===== config.mk =====
export PLATFORM = sky130hd
export DESIGN_NAME = regfile_writeback_flat
export DESIGN_NICKNAME = d
export VERILOG_FILES = /design/src/rtl/regfile_writeback_if.sv /design/src/rtl/regfile_writeback.sv /design/src/flat_wrapper.sv
export SDC_FILE = /design/constraint.sdc
export NUM_CORES = 1
export LEC_CHECK = 0
export ABC_AREA = 1
export BUFFER_PORTS_ARGS = -buffer_cell sky130_fd_sc_hd__buf_2
export CAP_MARGIN = 0
export CORE_MARGIN = 2
export CORE_UTILIZATION = 43
export DETAILED_ROUTE_END_ITERATION = 8
export PLACE_DENSITY = 0.79
export SLEW_MARGIN = 5
export SYNTH_ARGS = -nofsm -noshare
export SYNTH_HDL_FRONTEND = slang
export SYNTH_SLANG_ARGS = --single-unit

===== constraint.sdc =====
create_clock -name clk -period 1.5 [get_ports clk]
set_clock_uncertainty 0.05 [all_clocks]
set_input_delay 0.225 -clock clk [delete_from_list [all_inputs] [get_ports clk]]
set_output_delay 0.225 -clock clk [all_outputs]
set_load 0.02 [all_outputs]

===== src/rtl/regfile_writeback_if.sv =====
// Bundle of the writeback stage's datapath signals: ALU result input,
// load request/response channels and the register-file write port.
//
// Handshake semantics: the ALU channel has no ready; a cycle with
// alu_valid=1 is always consumed. The load response channel is a strict
// valid/ready pair: a transfer happens on a rising edge where both
// mem_rsp_valid and mem_rsp_ready are high; while valid is high and ready
// is low the source holds mem_rsp_data stable. mem_req_valid is a
// one-cycle push with no ready; the source must observe pending_full.
interface regfile_writeback_if #(
   parameter int DATA_W = 32,
   parameter int IDX_W  = 5
);
   logic                  alu_valid;
   logic [IDX_W-1:0]      alu_index;
   logic [DATA_W-1:0]     alu_data;
   logic                  mem_req_valid;
   logic [IDX_W-1:0]      mem_req_index;
   logic                  mem_rsp_valid;
   logic [DATA_W-1:0]     mem_rsp_data;
   logic                  mem_rsp_ready;
   logic                  reg_write;
   logic [IDX_W-1:0]      write_index;
   logic [DATA_W-1:0]     write_data;
   logic [2**IDX_W-1:0]   busy_mask;
   logic                  pending_full;

   // Upstream pipeline / memory side: drives results and requests.
   modport master (
      output alu_valid, alu_index, alu_data,
      output mem_req_valid, mem_req_index,
      output mem_rsp_valid, mem_rsp_data,
      input  mem_rsp_ready,
      input  reg_write, write_index, write_data,
      input  busy_mask, pending_full
   );

   // Writeback stage side.
   modport slave (
      input  alu_valid, alu_index, alu_data,
      input  mem_req_valid, mem_req_index,
      input  mem_rsp_valid, mem_rsp_data,
      output mem_rsp_ready,
      output reg_write, write_index, write_data,
      output busy_mask, pending_full
   );
endinterface


===== src/rtl/regfile_writeback.sv =====
// Writeback stage: merges single-cycle ALU results with in-order load
// returns onto one registered register-file write port, and publishes a
// busy scoreboard of registers waiting on an outstanding load.
module regfile_writeback #(
   parameter int DATA_W = 32,
   parameter int IDX_W  = 5,
   parameter int DEPTH  = 2
) (
   input  logic                 clk,
   input  logic                 nRST,
   regfile_writeback_if.slave   bus
);

   localparam int PW = (DEPTH > 1) ? $clog2(DEPTH) : 1;
   localparam int CW = $clog2(DEPTH + 1);
   localparam int NREG = 2 ** IDX_W;
   localparam logic [CW-1:0] FULL_CNT = CW'(DEPTH);

   // Pending-load queue state (destination indices only; data comes with the response)
   logic [IDX_W-1:0]  queue_q [DEPTH];
   logic [IDX_W-1:0]  queue_d [DEPTH];
   logic [PW-1:0]     head_q, head_d;
   logic [PW-1:0]     tail_q, tail_d;
   logic [CW-1:0]     count_q, count_d;

   // Registered write port
   logic              reg_write_q, reg_write_d;
   logic [IDX_W-1:0]  write_index_q, write_index_d;
   logic [DATA_W-1:0] write_data_q, write_data_d;

   logic              full;
   logic              push_en;
   logic              pop_en;
   logic              rsp_ready;
   logic [IDX_W-1:0]  head_index;
   logic [NREG-1:0]   busy_c;
   logic [PW-1:0]     slot_off;

   assign full       = (count_q == FULL_CNT);
   // ALU always wins the write port; a load only goes when no ALU result is present
   assign rsp_ready  = (count_q != '0) && !bus.alu_valid;
   // A push into a full queue is dropped even if a pop frees a slot this cycle
   assign push_en    = bus.mem_req_valid && !full;
   assign pop_en     = bus.mem_rsp_valid && rsp_ready;
   assign head_index = queue_q[head_q];

   // Next-state for queue pointers/count and write-port selection
   always_comb begin
      queue_d       = queue_q;
      head_d        = head_q;
      tail_d        = tail_q;
      count_d       = count_q;
      reg_write_d   = 1'b0;
      write_index_d = write_index_q;
      write_data_d  = write_data_q;

      if (push_en) begin
         queue_d[tail_q] = bus.mem_req_index;
         tail_d          = tail_q + 1'b1;
      end
      if (pop_en) begin
         head_d = head_q + 1'b1;
      end
      case ({push_en, pop_en})
         2'b10:   count_d = count_q + 1'b1;
         2'b01:   count_d = count_q - 1'b1;
         default: count_d = count_q;
      endcase

      // x0 is hardwired: index/data still update but the enable stays low
      if (bus.alu_valid) begin
         reg_write_d   = (bus.alu_index != '0);
         write_index_d = bus.alu_index;
         write_data_d  = bus.alu_data;
      end else if (pop_en) begin
         reg_write_d   = (head_index != '0);
         write_index_d = head_index;
         write_data_d  = bus.mem_rsp_data;
      end
   end

   // State registers, cleared asynchronously (queued loads are discarded)
   always_ff @(posedge clk or negedge nRST) begin
      if (!nRST) begin
         for (int i = 0; i < DEPTH; i++) begin
            queue_q[i] <= '0;
         end
         head_q        <= '0;
         tail_q        <= '0;
         count_q       <= '0;
         reg_write_q   <= 1'b0;
         write_index_q <= '0;
         write_data_q  <= '0;
      end else begin
         for (int i = 0; i < DEPTH; i++) begin
            queue_q[i] <= queue_d[i];
         end
         head_q        <= head_d;
         tail_q        <= tail_d;
         count_q       <= count_d;
         reg_write_q   <= reg_write_d;
         write_index_q <= write_index_d;
         write_data_q  <= write_data_d;
      end
   end

   // Busy scoreboard: OR of one-hot destinations over occupied slots, x0 excluded
   always_comb begin
      busy_c   = '0;
      slot_off = '0;
      for (int s = 0; s < DEPTH; s++) begin
         slot_off = PW'(s) - head_q;
         if ((CW'(slot_off) < count_q) && (queue_q[s] != '0)) begin
            busy_c[queue_q[s]] = 1'b1;
         end
      end
   end

   assign bus.mem_rsp_ready = rsp_ready;
   assign bus.reg_write     = reg_write_q;
   assign bus.write_index   = write_index_q;
   assign bus.write_data    = write_data_q;
   assign bus.busy_mask     = busy_c;
   assign bus.pending_full  = full;

endmodule


===== src/flat_wrapper.sv =====
// flat-port wrapper written by rule: the top's interface ports become plain ports
module regfile_writeback_flat 
#(
   parameter int DATA_W = 32,
   parameter int IDX_W  = 5,
   parameter int DEPTH  = 2
)
  (clk, nRST, bus_alu_valid, bus_alu_index, bus_alu_data, bus_mem_req_valid, bus_mem_req_index, bus_mem_rsp_valid, bus_mem_rsp_data, bus_mem_rsp_ready, bus_reg_write, bus_write_index, bus_write_data, bus_busy_mask, bus_pending_full);
  regfile_writeback_if #(.DATA_W(DATA_W), .IDX_W(IDX_W)) bus_i ();
  input  logic clk;
  input  logic nRST;
  input wire logic [$bits(bus_i.alu_valid)-1:0] bus_alu_valid;
  input wire logic [$bits(bus_i.alu_index)-1:0] bus_alu_index;
  input wire logic [$bits(bus_i.alu_data)-1:0] bus_alu_data;
  input wire logic [$bits(bus_i.mem_req_valid)-1:0] bus_mem_req_valid;
  input wire logic [$bits(bus_i.mem_req_index)-1:0] bus_mem_req_index;
  input wire logic [$bits(bus_i.mem_rsp_valid)-1:0] bus_mem_rsp_valid;
  input wire logic [$bits(bus_i.mem_rsp_data)-1:0] bus_mem_rsp_data;
  output wire logic [$bits(bus_i.mem_rsp_ready)-1:0] bus_mem_rsp_ready;
  output wire logic [$bits(bus_i.reg_write)-1:0] bus_reg_write;
  output wire logic [$bits(bus_i.write_index)-1:0] bus_write_index;
  output wire logic [$bits(bus_i.write_data)-1:0] bus_write_data;
  output wire logic [$bits(bus_i.busy_mask)-1:0] bus_busy_mask;
  output wire logic [$bits(bus_i.pending_full)-1:0] bus_pending_full;
  assign bus_i.alu_valid = bus_alu_valid;
  assign bus_i.alu_index = bus_alu_index;
  assign bus_i.alu_data = bus_alu_data;
  assign bus_i.mem_req_valid = bus_mem_req_valid;
  assign bus_i.mem_req_index = bus_mem_req_index;
  assign bus_i.mem_rsp_valid = bus_mem_rsp_valid;
  assign bus_i.mem_rsp_data = bus_mem_rsp_data;
  assign bus_mem_rsp_ready = bus_i.mem_rsp_ready;
  assign bus_reg_write = bus_i.reg_write;
  assign bus_write_index = bus_i.write_index;
  assign bus_write_data = bus_i.write_data;
  assign bus_busy_mask = bus_i.busy_mask;
  assign bus_pending_full = bus_i.pending_full;
  regfile_writeback #(.DATA_W(DATA_W), .IDX_W(IDX_W), .DEPTH(DEPTH)) u_core (.clk(clk), .nRST(nRST), .bus(bus_i));
endmodule

=== Word-level counts from Yosys, hierarchy flattened ===
Index checks and enable logic that the tools add are counted.

* Add/subtract/negate cells: 6
* $mul: 0
* Divide/modulo/power cells: 0
* $lt $le $gt $ge: 9
* Equality and inequality tests: 3
* Shift operators: 0
* Mux-type cells: 19
* Bitwise operators: 3
* Reductions and logical operators: 17

{| class="wikitable"
|+ Operators by type and width
! operator !! number
|-
| 2-to-1 mux 32 bit || 4
|-
| bitwise OR 32 bit || 1
|-
| 2-to-1 mux 5 bit || 6
|-
| nonzero test 5 bit || 4
|-
| less-than comparator 5 x 6 -> 1 bit (second input constant) || 2
|-
| bitwise mux 10 bit || 1
|-
| demux 1 bit (select 5 bit) || 2
|-
| >= comparator 5 x 1 -> 1 bit (second input constant) || 2
|-
| logical AND 1 bit || 8
|-
| nonzero test 2 bit || 3
|-
| demux 5 bit (select 1 bit) || 1
|-
| == test 2 bit (second input constant) || 2
|-
| >= comparator 2 bit (second input constant) || 2
|-
| less-than comparator 1 x 2 -> 1 bit || 2
|-
| 2-to-1 mux 1 bit || 4
|-
| inverter 1 -> 2 bit || 2
|-
| one-hot mux 2 bit (2 select lines) || 1
|-
| adder 1 bit (second input constant) || 2
|-
| adder 2 x 1 -> 2 bit (second input constant) || 1
|-
| == test 2 x 1 -> 1 bit (second input constant) || 1
|-
| logical NOT 1 bit || 2
|-
| less-than comparator 2 x 1 -> 1 bit (second input constant) || 1
|-
| subtractor 1 bit (first input constant) || 2
|-
| subtractor 2 x 1 -> 2 bit (second input constant) || 1
|}

* Register bits: 52
* Latch bits: 0
* RAM bits: 0
* Memory bits (read-only): 0
* Input port bits: 79
* Output and inout bits: 72
* Word-level logic and storage cells: 65
* Memories: 0

=== Depth between registers and ports, before layout ===
* Word-level depth: 7
* Mapped depth: 9
* Mapped depth without buffers: 8

=== Least setup slack after synthesis ===
Ideal clock, no wire load.

* Path type: register to register
* Start point: register u_core.count_q[0]
* End point: register u_core.count_q[1]
* Data arrival time: 1587 ps
* Slack: -268 ps
* Stages on the path, launching flop included: 9
* Clock period less this slack: 1768 ps
* Path through: dfrtp_1 buf_4 nor2_1 nor2_2 inv_1 ha_1 a21oi_1 o21ai_0 xor2_1

* Longest elaborated chain between the ends: 5

{| class="wikitable"
|+ RTL lines
! item !! line !! text
|-
| from (decl) || regfile_writeback.sv:24 || <nowiki>logic [CW-1:0] count_q, count_d;</nowiki>
|-
| from (signal assigned) || regfile_writeback.sv:100 || <nowiki>count_q <= count_d;</nowiki>
|-
| == test 2 bit (*) || regfile_writeback.sv:39 || <nowiki>assign full = (count_q == FULL_CNT);</nowiki>
|-
| named net bus_pending_full || flat_wrapper.sv:24 || <nowiki>output wire logic [$bits(bus_i.pending_full)-1:0] bus_pending_full;</nowiki>
|-
| logical NOT 1 bit (*) || regfile_writeback.sv:43 || <nowiki>assign push_en = bus.mem_req_valid && !full;</nowiki>
|-
| logical AND 1 bit (*) || regfile_writeback.sv:43 ||
|-
| == test 2 x 1 -> 1 bit / == test 2 bit (equally long branches) || regfile_writeback.sv:64 || <nowiki>case ({push_en, pop_en})</nowiki>
|-
| one-hot mux 2 bit (2 select lines) / nonzero test 2 bit (equally long branches) || -- ||
|}

Mark *: on every way through the listed nets, which the timed path passes. The rest lies on a longest branch.
A chain may end at the register's enable or synchronous reset.

=== Worst setup path in the final report ===
* Start point: register u_core.queue_q[4] in the netlist's numbering
* End point: output port bus_busy_mask[30]

* Longest elaborated chain between the ends: 6

{| class="wikitable"
|+ RTL lines
! item !! line !! text
|-
| from (decl) || regfile_writeback.sv:20 || <nowiki>logic [IDX_W-1:0] queue_q [DEPTH];</nowiki>
|-
| from (signal, indexed assignment) || regfile_writeback.sv:96 || <nowiki>queue_q[i] <= queue_d[i];</nowiki>
|-
| less-than comparator 5 x 6 -> 1 bit (not written as such) / >= comparator 5 x 1 -> 1 bit (equally long branches) || regfile_writeback.sv:114 || <nowiki>busy_c[queue_q[s]] = 1'b1;</nowiki>
|-
| logical AND 1 bit (not written as such) || regfile_writeback.sv:114 ||
|-
| 2-to-1 mux 1 bit (not written as such) || regfile_writeback.sv:114 ||
|-
| demux 1 bit (select 5 bit) || -- ||
|-
| bitwise OR 32 bit (no source line) || -- ||
|-
| 2-to-1 mux 32 bit (*) || regfile_writeback.sv:113 || <nowiki>if ((CW'(slot_off) < count_q) && (queue_q[s] != '0)) begin</nowiki>
|-
| to (decl) || flat_wrapper.sv:23 || <nowiki>output wire logic [$bits(bus_i.busy_mask)-1:0] bus_busy_mask;</nowiki>
|}

Mark *: on every way between the ends. The rest lies on a longest branch, timed or not.

==> flow_summary.yaml <==
yosys:
  ys_top_cells_by_count: "nand2_1, dfrtp_1, o21ai_0"
  ys_ff_latch: 52
  synth_largest_area_cell: "dfrtp_1"
  synthFlopType: "dfrtp_1"
  synthArstFlopShare: 1.00
  syn_nets: 514
  netlist_area_mm2: 0.00323
  syn_area_per_cell_um2: 7.44
  synth_most_common_cell: "nand2_1"
  synth.top_cell.area_share: 0.403
  synth-edff-count: 0
  yosys_warnings: 0
  ys_seq_area_frac: 0.403
  syn_inst: 434
  ys_types: 33
  synth_area_leaders: "dfrtp_1, nand2_1, o211ai_1"
grt:
  grt_pass1_vias: 3698
  grt_pass1_wl_um: 16500
  overflow: 0
  antenna_found_initial: 0
  grt_max_degree: 44
  grt_usage: 0.239
floorplan:
  fp.dieH_um: 90.6
  design.core.area_mm2: 0.00725
  die-area_mm2: 0.00822
  rows: 31
  start_util: 0.445
  die_x_um: 90.6
  pin_count: 151
min_path:
  hold_path.class: "input pin to flop"
  hp-start: "bus_mem_rsp_data[6]"
sta:
  fin_ws_ns: -0.412
  drv_slew: 0
  post-route-min-period_ns: 1.91
  hold_viol_final: 0
  post-route-period-util: 1.27
  rsz0062_at_grt: "yes"
  setup_viol: 33
  max_freq_mhz: 523
  holdWs_ns: 0.0905
place:
  globalplace.congestion: 0.927
  dpl.hpwl_um: 7520
  portBuffers: 149
  dp_slack_ns: -0.0996
detailed_routing:
  remaining_drc_errors: 0
  wire_per_inst_um: 14.9
  ant_nets: 0
  dr.pass1.iters: 5
  via_per_inst: 5.28
  drt_iter0_drc: 250
  routed_wl_um: 10800
  vias: 3819
cts:
  clkSinkCount: 52
  cts-root-buf: "clkbuf_8"
  clkTransAtPathRegs_ns: 0.10
  cts_made_buffers: 5
  cts_tree: "done"
  cts_buffer_depth: 2
  clk_latency_ns: 0.30
  h-tree-depth: 2
run:
  max_cap_violations: 0
setup_path:
  worstPathMaxFanout: 18
  worstSetupEndpointType: "output pin"
  cp_data_arrival_time_ns: 1.64
  critPathLaunchType: "flop"
  critPathKind: "flop to output pin"
  startpoint: "u_core.queue_q[4]"
  regToRegStartpoint: "u_core.count_q[1]"
  worstPathRequired_ns: 1.22
finish:
  fin_nets: 703
  n_antenna_cell: 0
  drive_gt1_frac: 0.497
  syn2layout_area_growth_pct: 55.0
  fill_cells: 568
power:
  leakage_uw: 0.00248
  power-per-cell-area_mw_per_mm2: 1690
  vdd.ir_drop.worst_v: 0.000969
run_status:
  status: "complete, but fails checks"
  violations: "setup timing"
timing repair:
action | CTS | global route
gates resized for setup | 44 | 60
cloned | 0 | 1
setup endpoints to repair | 33 | 79
pin swaps | 1 | 8
hold endpoints to repair | 16 | 0
hold buffers | 1 | 0
buffers inserted | 1 | 7
per-stage QoR:
step	std cells	TNS (ns)	util	area, µm²	total power (µW)
global placement	705	-1.18	0.612	4440	6450
global route	723	-13.96	0.690	5000	8910
floorplan	434	-1.08	-	3310	4760
finish	723	-11.31	0.690	5000	8430
detailed placement	705	-2.21	0.612	4440	6580
CTS	715	-10.51	0.651	4720	7750
per-layer routing:
metal / GRT usage / up-vias / wire (µm)
met1: 0.288 / 1796 / 4270
met3: 0.0359 / 26 / 836
li1: - / 1813 / -
met4: 0.0731 / 0 / 251
met2: 0.436 / 184 / 5400
met5: 0 / - / 0
registers in the layout, indices dropped and copies added (netlist names):
name / count
u_core.bus.write_data: 32
u_core.queue_q: 10
u_core.bus.write_index: 5
u_core.count_q: 2
u_core.bus.reg_write: 1
u_core.head_q: 1
u_core.tail_q: 1
final cells by class:
type	count	area, µm²	area share
well taps	99	124	0.0248
clock inverters	1	7.51	0.00150
repair buffers	209	1430	0.286
flip-flops and latches	52	1310	0.262
clock buffers	7	86.3	0.0173
inverters	37	156	0.0313
multi-input cells	318	1890	0.377
power breakdown:
part / internal, µW / leakage, µW / switching (µW) / total (µW)
registers: 1800 / 0.000616 / 424 / 2230
clock network: 376 / 0.0000445 / 453 / 829
logic: 2200 / 0.00182 / 3180 / 5380
logic make-up after synthesis:
family	Yosys count	synth area share
fa+ha+maj	1	0.00388
buf+inv	64	0.0950
simple gates	223	0.316
other cells	1	0.00116
flops	52	0.403
compound gates	89	0.170
xor+xnor	3	0.00814
mux	1	0.00310
final timing paths:
check,end,slack (ns),cells past startpoint
max,bus_busy_mask[30],-0.41,6
min,u_core.bus.write_data[6],0.09,3
max reg2reg,u_core.count_q[1],-0.06,9
min reg2reg,u_core.bus.write_data[30],0.43,2
max in group asynchronous,u_core.head_q,0.55,3
min in group asynchronous,u_core.bus.write_data[19],0.31,2
worst max-delay path, cell delays in order, from the launching register on:
cell and delay (ns):
dfrtp_1 0.45, inv_2 0.16, nand3_4 0.12, o21ai_4 0.18, buf_12 0.18, o21ai_1 0.08, buf_4 0.16
placed cells by master (no fill, tap or decap), types with 3 or more instances in the layout:
cell type,Yosys,layout
nor3_2,1,5
inv_1,31,25
dfrtp_1,52,46
nand4_1,14,14
buf_12,0,6
or2_1,8,8
nor2_2,1,4
o21ai_1,17,20
inv_4,1,4
o21ai_4,1,3
nand2_1,129,125
nor3_4,0,3
inv_2,5,7
clkbuf_8,0,6
or2_2,24,24
o211ai_1,32,32
o21ai_2,1,15
nand2_2,1,4
nor2_1,10,6
nor3_1,11,4
buf_6,2,23
buf_4,11,51
o21ai_0,34,15
nand3_2,1,8
nand3_1,22,13
dfrtp_2,0,6
buf_2,6,127
Power figures use the tool's default switching activity.
